$ cat src/rtl/sub8_serial.sv
// sub8_serial: bit-serial subtractor, D = A - B computed LSB first, one bit per clock,
// through a single full-subtractor cell and a borrow flip-flop.
// Ports:
//   clk, rst_n          clock, asynchronous active-low reset
//   in_valid/in_ready   operand handshake (A minuend, B subtrahend)
//   out_valid/out_ready result handshake
//   D   difference A-B mod 2^WIDTH
//   BO  borrow out (unsigned A < B)
//   Z   D == 0
//   V   signed overflow
module sub8_serial #(
  parameter int unsigned WIDTH = 8
) (
  input  logic             clk,
  input  logic             rst_n,
  input  logic             in_valid,
  output logic             in_ready,
  input  logic [WIDTH-1:0] A,
  input  logic [WIDTH-1:0] B,
  output logic             out_valid,
  input  logic             out_ready,
  output logic [WIDTH-1:0] D,
  output logic             BO,
  output logic             Z,
  output logic             V
);

  localparam int unsigned CW = (WIDTH > 1) ? $clog2(WIDTH) : 1;

  typedef enum logic [1:0] {
    IDLE  = 2'd0,
    SHIFT = 2'd1,
    DONE  = 2'd2
  } state_t;

  state_t           state, state_next;
  logic [WIDTH-1:0] sa, sb, res, res_next;
  logic [CW-1:0]    cnt;
  logic             borrow, a_msb, b_msb;
  logic             bit_a, bit_b, diff, bout;
  logic             take, last;

  // Next-state logic and the full-subtractor cell
  always_comb begin
    state_next = state;
    take       = 1'b0;
    last       = 1'b0;
    bit_a      = sa[0];
    bit_b      = sb[0];
    diff       = bit_a ^ bit_b ^ borrow;
    bout       = (~bit_a & bit_b) | (~(bit_a ^ bit_b) & borrow);
    res_next   = {diff, res[WIDTH-1:1]};
    case (state)
      IDLE: begin
        if (in_valid && in_ready) begin
          take       = 1'b1;
          state_next = SHIFT;
        end
      end
      SHIFT: begin
        if (cnt == CW'(WIDTH - 1)) begin
          last       = 1'b1;
          state_next = DONE;
        end
      end
      DONE: begin
        if (out_ready) state_next = IDLE;
      end
      default: state_next = IDLE;
    endcase
  end

  // State register; handshake outputs registered from the next state
  always_ff @(posedge clk or negedge rst_n) begin
    if (!rst_n) begin
      state     <= IDLE;
      in_ready  <= 1'b1;
      out_valid <= 1'b0;
    end else begin
      state     <= state_next;
      in_ready  <= (state_next == IDLE);
      out_valid <= (state_next == DONE);
    end
  end

  // Operand shift registers, borrow FF, bit counter and result registers
  always_ff @(posedge clk or negedge rst_n) begin
    if (!rst_n) begin
      sa     <= '0;
      sb     <= '0;
      res    <= '0;
      cnt    <= '0;
      borrow <= 1'b0;
      a_msb  <= 1'b0;
      b_msb  <= 1'b0;
      D      <= '0;
      BO     <= 1'b0;
      Z      <= 1'b0;
      V      <= 1'b0;
    end else if (take) begin
      sa     <= A;
      sb     <= B;
      borrow <= 1'b0;
      cnt    <= '0;
      a_msb  <= A[WIDTH-1];
      b_msb  <= B[WIDTH-1];
    end else if (state == SHIFT) begin
      sa     <= sa >> 1;
      sb     <= sb >> 1;
      borrow <= bout;
      cnt    <= cnt + CW'(1);
      res    <= res_next;
      if (last) begin
        D  <= res_next;
        BO <= bout;
        Z  <= (res_next == '0);
        // Overflow only when operand signs differ and the result sign differs from A
        V  <= (a_msb ^ b_msb) & (a_msb ^ res_next[WIDTH-1]);
      end
    end
  end

endmodule

$ cat config.mk
export PLATFORM = sky130hd
export DESIGN_NAME = sub8_serial
export DESIGN_NICKNAME = d
export VERILOG_FILES = /design/src/rtl/sub8_serial.sv
export SDC_FILE = /design/constraint.sdc
export NUM_CORES = 1
export LEC_CHECK = 0
export CORE_MARGIN = 1
export CORE_UTILIZATION = 51
export DETAILED_ROUTE_END_ITERATION = 6
export GPL_TIMING_DRIVEN = 0
export PLACE_DENSITY_LB_ADDON = 0.12
export SYNTH_ARGS = -nofsm -noshare
export SYNTH_HDL_FRONTEND = slang
export SYNTH_SLANG_ARGS = --single-unit
export TNS_END_PERCENT = 1
$ cat constraint.sdc
create_clock -name clk -period 2 [get_ports clk]
set_input_delay 0.4 -clock clk [delete_from_list [all_inputs] [get_ports clk]]
set_output_delay 0.4 -clock clk [all_outputs]
set_load 0.02 [all_outputs]
==> results.md <==
* Switch share at between 30% and 40%
* Syn Inst Count at 160
* Clock group share of total power at between 10% and 20%
* First-pass GRT wire length at about 5700 um
* Crit path cell chain: clkdlybuf4s50_1
* Core Util, Final at approximately 67%
* Setup Buffers After CTS at 0
* Internal power at roughly 2.2 mW
* Synth Flop Type: dfrtp_1
* Cts bufs inserted at 5
* P_sw at approximately 1.3 mW
* Hold-fix buffers, CTS at 0
* DRC at 0
* Fin. max-slew vios at 0
* Async S/R FF share, synth at 100%
* Layout cell share with drive strength beyond 1 at 15.5%
* Input/output buffers at 32
* Worst Hold Class: input port to asynchronous set/reset pin
* Worst-path clk slew at approximately 0.12 ns
* Most frequent cell after synthesis: dfrtp_1
* RSZ-0062 raised after global routing: false
* Outcome: finished clean
* Row count at 21
* Dpl ws at roughly 0.12 ns
* PostCTS Resize Cnt at 0
* Arrival @ worst endpoint at 1.48 ns
* Slew at the pin closest to its max-slew limit at roughly 0.94 ns
* Drt first pass iters at 4
* Max IR drop VDD at roughly 0.7 mV
* Final hold violations at 0
* Slew margin rel. at roughly 38%
* Seq pwr share at 43.8%
* Crit-path max cell delay at between 0.5 and 0.6 ns
* Fill cells at between 200 and 300
* Synthesized Nets at ~180
* Period utilization at a little over nine tenths
* Die height at 62.4 um
* Core area at roughly 3400 um2
* Via total after detailed routing at 1287
* Mapped Area at ~1900 um2
* Final worst slack at about 0.12 ns
* Max Freq at 531 MHz
* Congestion Overflow GR at 0
* ANT cells at 0
* GPL Wtd Cong at 0.728
* WL/cell at around 13 um
* Total number of yosys warnings at 0
* Crit path launch type: register
* Vias in the first global route at 1245
* Die width at 62.4 um
* Synth area leaders: dfrtp_1 58%, nand2_1 8.1%, mux2_2 6.1%
* Number of library cell types mapped by synthesis at 29
* CP delay by family, top: buffers and inverters
* Footprint of the multi-input gates at 689 um2
* Setup CP Type: register to output pin
* EDFF count, synth at 0
* Area delta synth->final at 23.4%
* Combinational share of power at 43.8%
* Power Density at 1510 nW/um2
* Final ANT Viol Nets at 0
* Max Cap Viol at 0
* Critical Path RT at approximately 1.6 ns
* FF+latch area at ~1100 um2
* Pin count of the biggest net entering global routing at 45
* Flops & latches, synth at 44
* Root Driver: clkbuf_4
* Seq/Total Area, Yosys at 59.3%
* Dominant cell type by area after synthesis: dfrtp_1
* Die area at ~4000 um2
* Final min period at 1.88 ns
* Final setup fails at 0
* Post-Layout Cell Count at ~250
* Post-detail-place hpwl at 2410 um
* Share of the synthesized area in the top cell type at just under 60%
* Fin nets at about 220
* Initial antenna violation count at 0
* Setup Skew at 0.0126 ns
* Slowest cell on crit path: clkdlybuf4s50_1
* GRT Overall Usage at 19.1%
* Clock Path Buffers at 2
* Crit-path max FO at 2
* Latest clock arrival within the worst-skew pair at between 0.3 and 0.4 ns
* Clock Sinks at between 40 and 50
* Pleak at approximately 1.1 nW
* CP endpoint kind: output pin
* Top cells by count, synth: 43 x dfrtp_1, 40 x nand2_1, 20 x o21ai_0
* H-tree lvl count at 2
* Initial Util at around 54%
* Pwr Total at roughly 3.5 mW
* IO Pins at 33
* Post-Syn Area per Cell at around 12 um2
* Cell Count Post-Placement at about 240
* CTS tree: built
* DRT iter0 DRCs at 52
* Buf/Inv on CP at 1
* Vias per cell at approximately 5.2
* Final WL at around 3300 um
worst paths after layout:
check / start / end / slack [ns] / cells after the start
min in group clk: D[7] / D[7] / 0.49 / 2
min reg2reg: D[7] / D[7] / 0.49 / 2
max: in_ready / in_ready / 0.12 / 1
max reg2reg: cnt[0] / BO / 0.31 / 5
max in group asynchronous: rst_n / sb[0] / 1.25 / 1
min: rst_n / res[2] / 0.18 / 1
layout make-up:
class | count | share of cell area [%]
Buffer | 9 | 2.73
Clock buffer | 6 | 2.24
Clock inverter | 2 | 0.437
Inverter | 1 | 0.164
Multi-Input combinational cell | 106 | 30.1
Sequential cell | 44 | 48.1
Tap cell | 46 | 2.51
Timing Repair Buffer | 32 | 13.8
per-stage QoR:
stage	hold WS [ns]	area [um2]	setup TNS, ns
2_1_floorplan	0.104	1860	0
3_3_place_gp	0.463	2240	-21.21
3_5_place_dp	0.476	2230	0
4_1_cts	0.196	2290	0
5_1_grt	0.238	2290	0
6_report	0.180	2290	0
routing by layer:
| metal | track usage [%] | wire [um] | vias up |
|---|---|---|---|
| met5 | 0 | 0 | - |
| met4 | 8.43 | 78 | 0 |
| met3 | 5.15 | 125 | 8 |
| met2 | 33.1 | 1670 | 28 |
| met1 | 22.2 | 1410 | 625 |
| li1 | - | - | 626 |
sequential cells by signal, summed over array words and instances, names as in the netlist:
name       count
D              8
sa             8
sb             8
res            7
cnt            3
state          2
BO             1
V              1
Z              1
a_msb          1
b_msb          1
borrow         1
in_ready       1
out_valid      1
power by group through the flow:
stage                     Clock, mW  Combinational [mW]  Sequential, mW
after CTS                     0.449                1.55            1.52
after floorplan                   0               0.913            1.62
after detailed placement          0                1.54            1.54
final                         0.431                1.52            1.52
after global routing          0.487                1.69            1.56
after global placement            0                1.48            1.51
kinds of logic (layout without fill, tap and decap cells):
kind of cell | Yosys count | after routing | share of synthesized area (%)
AOI/OAI and AO/OA | 30 | 30 | 9.70
buffers and inverters | 10 | 50 | 3.57
muxes | 22 | 22 | 12.6
adders and majority gates | 3 | 3 | 2.42
DFF | 44 | 44 | 59.3
and+or+nand+nor | 51 | 51 | 12.4
placed cells by master, fill, tap and decap left out, types with 2 or more instances in the layout:
cell type         n
a21o_1            2
a22o_1            4
buf_2             6
buf_4             2
buf_6             2
clkbuf_4          5
clkdlybuf4s50_1  31
clkinv_2          2
dfrtp_1          43
ha_1              2
mux2_2           10
mux2i_1          11
nand2_1          40
nand2b_1          2
o21ai_0          20
Power figures use the tool's default switching activity.
